===== src/rtl/instr_encoder_writer.sv =====
// ----------------------------------------------------------------------------
// instr_encoder_writer
//
// Builds 32-bit control-unit instruction words from field-level requests
// (data-processing, load/store, branch) and writes them one after another
// into instruction memory. The boot loader uses it to fill program memory
// before the pipeline starts.
//
// Each request passes through three states: IDLE (handshake), ENCODE
// (legality check and word build) and WRITE (a one-cycle mem_we pulse).
// An illegal request completes the handshake, writes nothing and sets the
// sticky err flag.
//
// Ports
//   clk          clock, single domain
//   reset        synchronous, active-high reset
//   clear        synchronous restart: count, full and err return to 0 and
//                any pending operation is dropped
//   req_valid    request present
//   req_ready    encoder can accept: IDLE, not full, no clear this cycle
//   req_kind     00 data-proc, 01 load/store, 10 branch, 11 illegal
//   req_cond     condition field [31:28]
//   req_alu_op   internal ALU opcode (data-proc only)
//   req_s        S bit (data-proc only)
//   req_rn       base / first-operand register
//   req_rd       destination / source register
//   req_imm12    immediate operand / offset
//   req_load     1 load, 0 store
//   req_byte     1 byte, 0 word
//   req_link     1 branch-and-link, 0 plain branch
//   req_imm24    branch offset
//   mem_we       one-cycle write strobe
//   mem_addr     BASE_ADDR + 4*word_count, truncated to ADDR_W
//   mem_wdata    encoded instruction; holds its value while mem_we=0
//   word_count   words written since reset/clear; never wraps
//   full         word_count == DEPTH
//   err          sticky illegal-request flag
// ----------------------------------------------------------------------------
module instr_encoder_writer #(
    parameter int ADDR_W    = 8,
    parameter int DEPTH     = 64,
    parameter int BASE_ADDR = 0,
    localparam int CNT_W    = $clog2(DEPTH + 1)
) (
    input  logic              clk,
    input  logic              reset,
    input  logic              clear,
    input  logic              req_valid,
    output logic              req_ready,
    input  logic [1:0]        req_kind,
    input  logic [3:0]        req_cond,
    input  logic [3:0]        req_alu_op,
    input  logic              req_s,
    input  logic [3:0]        req_rn,
    input  logic [3:0]        req_rd,
    input  logic [11:0]       req_imm12,
    input  logic              req_load,
    input  logic              req_byte,
    input  logic              req_link,
    input  logic [23:0]       req_imm24,
    output logic              mem_we,
    output logic [ADDR_W-1:0] mem_addr,
    output logic [31:0]       mem_wdata,
    output logic [CNT_W-1:0]  word_count,
    output logic              full,
    output logic              err
);

    typedef enum logic [1:0] {
        IDLE,
        ENCODE,
        WRITE
    } state_t;

    typedef enum logic [1:0] {
        KIND_DP  = 2'b00,
        KIND_LS  = 2'b01,
        KIND_BR  = 2'b10,
        KIND_BAD = 2'b11
    } kind_t;

    localparam logic [ADDR_W-1:0] BASE = ADDR_W'(BASE_ADDR);

    state_t state;

    // Request fields captured on accept
    kind_t       kind_q;
    logic [3:0]  cond_q;
    logic [3:0]  alu_op_q;
    logic        s_q;
    logic [3:0]  rn_q;
    logic [3:0]  rd_q;
    logic [11:0] imm12_q;
    logic        load_q;
    logic        byte_q;
    logic        link_q;
    logic [23:0] imm24_q;

    logic        accept;
    logic [3:0]  arm_op;
    logic        arm_op_ok;
    logic [31:0] enc_word;
    logic        enc_legal;

    assign full      = (word_count == CNT_W'(DEPTH));
    assign req_ready = (state == IDLE) && !full && !clear;
    assign accept    = req_valid && req_ready;

    // Internal ALU opcode to the decode's 4-bit data-processing opcode.
    always_comb begin
        // NOTE: every output of a combinational block gets a default first so
        // no path through the case can leave it unassigned and infer a latch.
        arm_op    = 4'b0000;
        arm_op_ok = 1'b1;
        unique case (alu_op_q)
            4'b0110: arm_op = 4'b0000; // AND
            4'b1000: arm_op = 4'b0001; // EOR
            4'b0010: arm_op = 4'b0010; // SUB
            4'b0100: arm_op = 4'b0011; // RSB
            4'b0000: arm_op = 4'b0100; // ADD
            4'b0001: arm_op = 4'b0101; // ADC
            4'b0011: arm_op = 4'b0110; // SBC
            4'b0101: arm_op = 4'b0111; // RSC
            4'b0111: arm_op = 4'b1100; // ORR
            4'b1010: arm_op = 4'b1101; // MOV
            4'b1100: arm_op = 4'b1110; // BIC
            4'b1011: arm_op = 4'b1111; // MVN
            default: arm_op_ok = 1'b0;
        endcase
    end

    // Instruction word from the captured fields.
    always_comb begin
        enc_word  = 32'h0;
        enc_legal = 1'b0;
        unique case (kind_q)
            KIND_DP: begin
                enc_legal = arm_op_ok;
                enc_word  = {cond_q, 3'b001, arm_op, s_q, rn_q, rd_q, imm12_q};
            end
            KIND_LS: begin
                // Pre-indexed, offset added, no write-back; bit 22 set means word.
                enc_legal = 1'b1;
                enc_word  = {cond_q, 3'b010, 1'b1, 1'b1, ~byte_q, 1'b0, load_q,
                             rn_q, rd_q, imm12_q};
            end
            KIND_BR: begin
                // Decode treats bit 24 set as plain B, clear as BL.
                enc_legal = 1'b1;
                enc_word  = {cond_q, 3'b101, ~link_q, imm24_q};
            end
            default: begin
                enc_legal = 1'b0;
            end
        endcase
    end

    // NOTE: the field capture registers carry no reset; they are only read in
    // ENCODE, which is always reached through an accept that loads them.
    always_ff @(posedge clk) begin
        if (accept) begin
            kind_q   <= kind_t'(req_kind);
            cond_q   <= req_cond;
            alu_op_q <= req_alu_op;
            s_q      <= req_s;
            rn_q     <= req_rn;
            rd_q     <= req_rd;
            imm12_q  <= req_imm12;
            load_q   <= req_load;
            byte_q   <= req_byte;
            link_q   <= req_link;
            imm24_q  <= req_imm24;
        end
    end

    // Control FSM with registered outputs. Reset and clear both drop any
    // operation in flight, so a pending write never reaches mem_we.
    always_ff @(posedge clk) begin
        // NOTE: sequential state uses non-blocking assignments so every
        // register samples pre-edge values regardless of statement order.
        if (reset) begin
            state      <= IDLE;
            mem_we     <= 1'b0;
            mem_addr   <= BASE;
            mem_wdata  <= 32'h0;
            word_count <= '0;
            err        <= 1'b0;
        end else if (clear) begin
            // mem_addr/mem_wdata keep their last values; only the strobe drops.
            state      <= IDLE;
            mem_we     <= 1'b0;
            word_count <= '0;
            err        <= 1'b0;
        end else begin
            unique case (state)
                IDLE: begin
                    mem_we <= 1'b0;
                    if (accept) begin
                        state <= ENCODE;
                    end
                end
                ENCODE: begin
                    if (enc_legal) begin
                        mem_we    <= 1'b1;
                        mem_addr  <= BASE + ADDR_W'({word_count, 2'b00});
                        mem_wdata <= enc_word;
                        state     <= WRITE;
                    end else begin
                        err   <= 1'b1;
                        state <= IDLE;
                    end
                end
                WRITE: begin
                    mem_we     <= 1'b0;
                    word_count <= word_count + CNT_W'(1);
                    state      <= IDLE;
                end
                default: begin
                    mem_we <= 1'b0;
                    state  <= IDLE;
                end
            endcase
        end
    end

endmodule


===== config.mk =====
export PLATFORM = sky130hd
export DESIGN_NAME = instr_encoder_writer
export DESIGN_NICKNAME = d
export VERILOG_FILES = /design/src/rtl/instr_encoder_writer.sv
export SDC_FILE = /design/constraint.sdc
export NUM_CORES = 1
export LEC_CHECK = 0
export ABC_AREA = 1
export CAP_MARGIN = 10
export CORE_MARGIN = 4
export CORE_UTILIZATION = 49
export CTS_BUF_LIST = sky130_fd_sc_hd__clkbuf_16
export CTS_CLUSTER_DIAMETER = 60
export DETAILED_ROUTE_END_ITERATION = 8
export GPL_TIMING_DRIVEN = 0
export PLACE_DENSITY = 0.8
export SLEW_MARGIN = 25
export SYNTH_ARGS = -nofsm -noshare
export SYNTH_HDL_FRONTEND = slang
export SYNTH_SLANG_ARGS = --single-unit

===== constraint.sdc =====
create_clock -name clk -period 5.4 [get_ports clk]
set_input_delay 0.81 -clock clk [delete_from_list [all_inputs] [get_ports clk]]
set_output_delay 0.81 -clock clk [all_outputs]
set_load 0.01 [all_outputs]

* Word level (Yosys, flattened, before mapping)
Cells that the tools add are included.
** Storage, ports and cells
- Register bits :: 107
- Word-level logic and storage cells :: 61
- Input bits :: 62
** Cells by class
- Equal/unequal tests :: 17
- Reductions and logical operators :: 14
- $add $sub $neg :: 1
- Bitwise logic cells :: 5
- Mux-type cells :: 7
** Operator list (number)
- case mux 32 bit (3 select lines) :: 1
- case mux 4 bit (11 select lines) :: 1
- == test 4 x 3 -> 1 bit (second input constant) :: 4
- == test 4 bit (second input constant) :: 4
- OR reduction 12 bit :: 1
- == test 4 x 2 -> 1 bit (second input constant) :: 2
- adder 7 x 1 -> 7 bit (second input constant) :: 1
- == test 7 bit (second input constant) :: 1
- NOT 1 bit :: 5
- == test 2 x 1 -> 1 bit (second input constant) :: 2
- == test 2 bit (second input constant) :: 2
- == test 4 x 1 -> 1 bit (second input constant) :: 1
- logical NOT 2 bit :: 2
- logical NOT 4 bit :: 1
- two-way mux 2 bit :: 2
- case mux 2 bit (2 select lines) :: 1
- OR reduction 2 bit :: 2
- logical AND 1 bit :: 3
- AND reduction 3 bit :: 1
- OR reduction 3 bit :: 1
- logical NOT 1 bit :: 2
- inequality test 2 bit (second input constant) :: 1
- case mux 1 bit (2 select lines) :: 1
- AND reduction 2 bit :: 1
- two-way mux 1 bit :: 1

* Logic depth before layout (Yosys ltp)
Gate-level depths: netlist of run 1.
- Depth after elaboration :: 7
- Depth in mapped cells :: 10
- Gate-level depth less buffers :: 9

* Least setup slack after synthesis of run 1
No wires, ideal clock.
- Path type :: register to register
- Start point :: register word_count[0]
- End point :: register alu_op_q[0], enable pin
- Arrival :: 3.446 ns
- Period minus slack after synthesis :: 3.920 ns
- Setup time :: 0.474 ns
- Cell stages (with the launch flop) :: 8
- Path slack :: 1.480 ns
- Cell sequence :: dfxtp_1 -> inv_1 -> ha_1 -> nand4_1 -> nor3_1 -> nor2_1 -> nand2_1 -> nor2_1
** Between the ends
- Longest elaborated chain between the ends :: 5
** RTL lines
- start: declaration :: line 64 : output logic [CNT_W-1:0] word_count,
- start signal: assignment :: line 215 : word_count <= word_count + CNT_W'(1);
- == test 7 bit :: line 105 : assign full = (word_count == CNT_W'(DEPTH));
- named net full :: line 65 : output logic full,
- logical NOT 1 bit :: line 106 : assign req_ready = (state == IDLE) && !full && !clear;
- logical AND 1 bit (2 in a row) :: line 106
- logical AND 1 bit :: line 107 : assign accept = req_valid && req_ready;
- named net accept :: line 99 : logic accept;
- end signal: assignment :: line 164 : alu_op_q <= req_alu_op;
- end: declaration :: line 89 : logic [3:0] alu_op_q;
The timed path passes the listed nets, and every way through them passes these cells.
A chain may end at the register's enable or synchronous reset.

* Worst setup path in the final report of run 1
- Start point :: register word_count[1]
- End point :: output req_ready
** Between the ends
- Longest elaborated chain between the ends :: 4
** RTL lines
- == test 7 bit :: line 105
- logical NOT 1 bit :: line 106
- logical AND 1 bit (2 in a row) :: line 106
- end: declaration :: line 49 : output logic req_ready,
Every way passes these cells.

==> flow_metrics.env, run 1 <==
export IMPL_critPathLaunchType="flip-flop"
export IMPL_dieArea_mm2=0.0105
export IMPL_cp_slowest_cell="clkdlybuf4s50_1"
export IMPL_syn2layout_area_growth_pct=36.7
export IMPL_relSlewSlack_pct=62.7
export IMPL_htreeDepth=3
export IMPL_die_w_um=102
export IMPL_synth_avg_cell_area_um2=9.05
export IMPL_gp_congestion=0.858
export IMPL_setup_viol=0
export IMPL_rsz0062_at_grt="no"
export IMPL_grtUsageTotal_pct=19.3
export IMPL_finalCriticalPeriod_ns=2.90
export IMPL_clk_latency_ns=0.34
export IMPL_drv_slew=0
export IMPL_worst_slew_pin_slew_ns=0.559
export IMPL_yosys_area_top_type="edfxtp_1"
export IMPL_synth_common_cells="nand2_1, nor2_1, inv_1"
export IMPL_fmax_mhz=344
export IMPL_core_mm2=0.00868
export IMPL_crit_arrival_ns=2.09
export IMPL_synth_edf_count=58
export IMPL_critPathMaxStageDelay_ns=0.47
export IMPL_antenna_found_initial=0
export IMPL_hp_class="reg -> reg"
export IMPL_wl_per_cell_um=13.6
export IMPL_ys_warn_count=0
export IMPL_maxCapViolCount=0
export IMPL_synth_seq_area_share_pct=62.5
export IMPL_portBuffers=110
export IMPL_cts_hold_buffers=0
export IMPL_place_hpwl_um=7240
export IMPL_yosys_area_top_type_share_pct=40.0
export IMPL_peakVddDrop_mv=0.169
export IMPL_io_pins=113
export IMPL_grt_pass1_wl_um=15600
export IMPL_root_buffer="clkbuf_16"
export IMPL_post_cts_buffers=0
export IMPL_cts_tree="done"
export IMPL_cts_resized_gates=0
export IMPL_grt_pass1_vias=3485
export IMPL_clock_sinks=107
export IMPL_post_synth_top_count_cell="nand2_1"
export IMPL_synthCells=481
export IMPL_drive_above_1_share_pct=5.25
export IMPL_finalHoldViolCount=0
export IMPL_yosysUniqueCellTypes=25
export IMPL_critPathMaxFanout=6
export IMPL_layout_nets=675
export IMPL_cts_clk_slew_worst_paths_ns=0.07
export IMPL_crit_chain="inv_1 -> ha_1 -> nand4_1 -> nor3_1 -> nor2_1 -> nand2_1 -> inv_1 -> clkdlybuf4s50_1"
export IMPL_die_h_um=102
export IMPL_tns_ns=0
export IMPL_synth_seq_cells=107
export IMPL_dr_pass1_iters=5
export IMPL_cp_common_cell="inv_1"
export IMPL_netlist_area_mm2=0.00435
export IMPL_finalWirelength_um=9760
export IMPL_multi_input_area_mm2=0.00130
export IMPL_seqCellArea_mm2=0.00272
export IMPL_core_rowCount=34
export IMPL_grt_max_degree=26
export IMPL_hold_ws_ns=0.466
export IMPL_detail_route_antenna_nets=0
export IMPL_grt_ovfl_total=0
export IMPL_end_kind="primary output"
export IMPL_vias=3461
export IMPL_viasPerCell=4.82
export IMPL_status="completed"
export IMPL_initial_core_util_pct=50.2
export IMPL_ctsLongestPathBuffers=2
export IMPL_power_density_mw_per_mm2=279
export IMPL_fill_cells=666
export IMPL_diodes=0
export IMPL_drc=0
export IMPL_cts_buffers=9
export IMPL_crit_type="reg -> out"
export IMPL_post_route_period_util_pct=53.8
export IMPL_leakage_uw=0.00247
export IMPL_synth_main_ff_cell="edfxtp_1"
export IMPL_worst_ep_required_time_ns=4.59
export IMPL_fin_skew_ns=0.00831
export IMPL_dr_first_iter_drc_count=133
export IMPL_ys_top_cells_by_area="edfxtp_1, dfxtp_1, nand2_1, nor2_1, inv_1"
export IMPL_async_flop_share_pct=0
==> registers in the layout, indices dropped and copies added, names as in the netlist, 2 cells and up <==
signal      cells
mem_wdata      32
imm24_q        24
imm12_q        12
word_count      7
mem_addr        6
alu_op_q        4
cond_q          4
rd_q            4
rn_q            4
kind_q          2
state           2
==> report_power, final <==
part / internal (uW) / switching (uW)
registers: 883 / 7.73
clock network: 359 / 287
logic: 65.8 / 57.9
==> final cells by class <==
class / count / share of cell area, %
Inverter: 60 / 3.79
Multi-Input combinational cell: 294 / 21.9
Buffer: 21 / 1.96
Timing Repair Buffer: 112 / 19.4
Tap cell: 108 / 2.27
Sequential cell: 107 / 45.8
Clock inverter: 7 / 1.16
Clock buffer: 9 / 3.79
==> worst max-delay path, delay by kind of cell, from the launching register on <==
kind          cells  cell delay, ns
buf+inv           3            0.64
simple gates      4            0.58
flops             1            0.37
fa+ha+maj         1            0.15
==> through the flow <==
stage	cells	utilization [%]	setup slack [ns]	cell area [um^2]	power (uW)
after floorplan	482	-	1.48	4360	960
after global placement	700	64.4	0.156	5590	1030
after detailed placement	702	65.2	2.54	5660	1030
after CTS	718	68.6	2.53	5950	1670
after global routing	718	68.6	2.37	5950	1720
final	718	68.6	2.50	5950	1660
==> final timing paths <==
check                startpoint  slack, ns  cells after the start           to
hold reg to reg     mem_addr[7]       0.47                      2  mem_addr[7]
setup reg to reg  word_count[1]       3.30                      8   imm24_q[9]
setup / recovery  word_count[1]       2.50                      8    req_ready
hold / removal      mem_addr[7]       0.47                      2  mem_addr[7]
==> logic make-up after synthesis <==
kind of cell	share of synthesized area, %
xor+xnor	0.201
other cells	0.0861
fa+ha+maj	2.30
simple gates	20.5
flops	62.5
buf+inv	7.85
compound gates	6.52
==> layout by cell type (no fill, tap or decap), types with 3 or more instances in the layout <==
cell and n:
nand2_1 140, buf_2 3, a21oi_1 19, buf_6 3
nor3_1 6, ha_1 8, edfxtp_1 58, clkbuf_16 9
nor2_1 68, clkbuf_1 12, dfxtp_1 49, clkdlybuf4s50_1 110
nand3_1 6, o21ai_0 32, inv_1 61, buf_4 3
==> layer usage <==
metal | vias up | GRT usage, % | part of all wire [%]
li1 | 1754 | - | -
met1 | 1600 | 21.4 | 39
met2 | 97 | 36.4 | 53
met3 | 10 | 4.23 | 6.5
met4 | 0 | 6.36 | 1.5
met5 | - | 0 | 0
No activity file was read; power rests on OpenSTA's default activity.
==> run 2: changes to the inputs <==
CORE_UTILIZATION = 44   (was 49)
PLACE_DENSITY = 0.76   (was 0.8)
clock period = 2.5 ns   (was 5.4 ns; I/O delays follow)
==> run 2 against run 1 <==
Effect of this change:
- combinational power increased by 120%
- worst setup slack got worse by 2.4 ns
- count of clock-buffer cells in the layout unchanged
- critical path type unchanged
- largest cell class unchanged
==> flow_metrics.env, run 2 (synthesis results as in run 1) <==
export IMPL_p_sw_uw=793
export IMPL_hold_ws_ns=0.471
export IMPL_setup_viol=0
export IMPL_sw_frac_of_total_pct=22.5
export IMPL_place_inst=727
export IMPL_hp_class="reg -> reg"
export IMPL_finalHoldViolCount=0
export IMPL_grt_pass1_vias=3264
export IMPL_layout_common_cells="nand2_1, clkdlybuf4s50_1, nor2_1"
export IMPL_hold_end="mem_addr[2]"
export IMPL_hold_depth=2
export IMPL_tns_ns=0
export IMPL_io_pins=113
export IMPL_post_route_period_util_pct=95.6
export IMPL_grt_pass1_wl_um=15300
export IMPL_detail_route_antenna_nets=0
export IMPL_wl_per_cell_um=13.4
export IMPL_status="completed"
export IMPL_final_core_util_pct=61.7
export IMPL_diodes=0
export IMPL_regMostFlops="mem_wdata"
export IMPL_worst_slew_pin_slew_ns=0.593
export IMPL_clock_sinks=107
export IMPL_drc=0
export IMPL_r2r_start="kind_q[0]"
export IMPL_layout_nets=675
export IMPL_grt_max_degree=28
export IMPL_post_cts_buffers=0
export IMPL_worstHoldStart="mem_addr[2]"
export IMPL_fmax_mhz=418
export IMPL_cts_tree="done"
export IMPL_r2r_end="mem_addr[3]"
export IMPL_clkPwrFrac_pct=37.9
export IMPL_place_area_mm2=0.00569
export IMPL_fill_cells=841
export IMPL_instances_no_fill=743
export IMPL_power_density_mw_per_mm2=591
export IMPL_finalWirelength_um=9940
export IMPL_critPathLaunchType="flip-flop"
export IMPL_core_mm2=0.00968
export IMPL_ctsLongestPathBuffers=2
export IMPL_r2r_setup_slack_ns=0.42
export IMPL_finalCriticalPeriod_ns=2.39
export IMPL_syn2layout_area_growth_pct=37.3
export IMPL_core_rowCount=36
export IMPL_cts_resized_gates=0
export IMPL_dieArea_mm2=0.0115
export IMPL_cts_buffers=9
export IMPL_htreeDepth=3
export IMPL_relSlewSlack_pct=60.4
export IMPL_crit_type="reg -> out"
export IMPL_end_kind="primary output"
export IMPL_crit_arrival_ns=2.02
export IMPL_drv_slew=0
export IMPL_cts_hold_buffers=0
export IMPL_cts_clk_slew_worst_paths_ns=0.07
export IMPL_vias=3441
export IMPL_die_h_um=107
export IMPL_root_buffer="clkbuf_16"
export IMPL_critPathMaxFanout=6
export IMPL_viasPerCell=4.63
export IMPL_r2r_cells=9
export IMPL_gp_congestion=0.876
export IMPL_grtUsageTotal_pct=16.9
export IMPL_fin_skew_ns=0.00794
export IMPL_largest_reg_flops=32
export IMPL_seq_power_share_pct=54.4
export IMPL_dr_first_iter_drc_count=120
export IMPL_maxCapViolCount=0
export IMPL_dr_pass1_iters=5
export IMPL_fin_area_mm2=0.00598
export IMPL_antenna_found_initial=0
export IMPL_worst_ep_required_time_ns=2.12
export IMPL_peakVddDrop_mv=0.418
export IMPL_pwr_share_comb_pct=7.6
export IMPL_initial_core_util_pct=44.9
export IMPL_drive_above_1_share_pct=5.90
export IMPL_portBuffers=110
export IMPL_leakage_uw=0.00247
export IMPL_clk_latency_ns=0.34
export IMPL_intPower_uw=2740
export IMPL_place_hpwl_um=7220
export IMPL_die_w_um=107
export IMPL_rsz0062_at_grt="no"
export IMPL_grt_ovfl_total=0
export IMPL_layout_commonest_cell="nand2_1"
export IMPL_reg_top3="mem_wdata (32), imm24_q (24), imm12_q (12)"
run 2: worst max-delay path by stage:
stage,to,startpoint,depth (start not counted)
after floorplan,alu_op_q[0],word_count[0],7
after global placement,imm24_q[7],word_count[0],7
after detailed placement,mem_addr[6],kind_q[0],9
after CTS,req_ready,word_count[1],8
after global routing,req_ready,word_count[1],8
final,req_ready,word_count[1],8
run 2: routing by layer:
layer,GRT usage [%],share of wire [%],wire (um)
met5,0,0,0
met4,5.59,1.1,112
met3,3.36,6.0,592
met2,30.5,51,5030
met1,20.2,42,4210
run 2: per-stage QoR:
step	worst slack (ns)	total power, uW
floorplan	0.180	2070
global placement	-0.126	2210
detailed placement	0.437	2230
CTS	0.0621	3560
global route	0.00782	3650
finish	0.109	3530
run 2: layout make-up:
type | count | area, um^2 | share of cell area (%)
flip-flops and latches | 107 | 2730 | 45.6
clock inverters | 7 | 57.6 | 0.963
repair buffers | 112 | 1160 | 19.3
inverters | 60 | 225 | 3.77
plain buffers | 21 | 116 | 1.95
well taps | 133 | 166 | 2.78
multi-input cells | 294 | 1310 | 21.8
clock buffers | 9 | 225 | 3.77
run 2: critical path: stages (launching register included):
cell and delay (ns):
dfxtp_2 0.35, inv_1 0.09, ha_1 0.16, nand4_1 0.13
nor3_2 0.21, nor2_1 0.07, nand2_1 0.14, inv_1 0.06
clkdlybuf4s50_1 0.47
run 2: power by group through the flow:
stage	Combinational, uW	Sequential [uW]	Clock (uW)
floorplan	108	1960	0
global placement	251	1960	0
detailed placement	270	1960	0
CTS	272	1920	1360
global route	295	1930	1430
finish	270	1920	1340
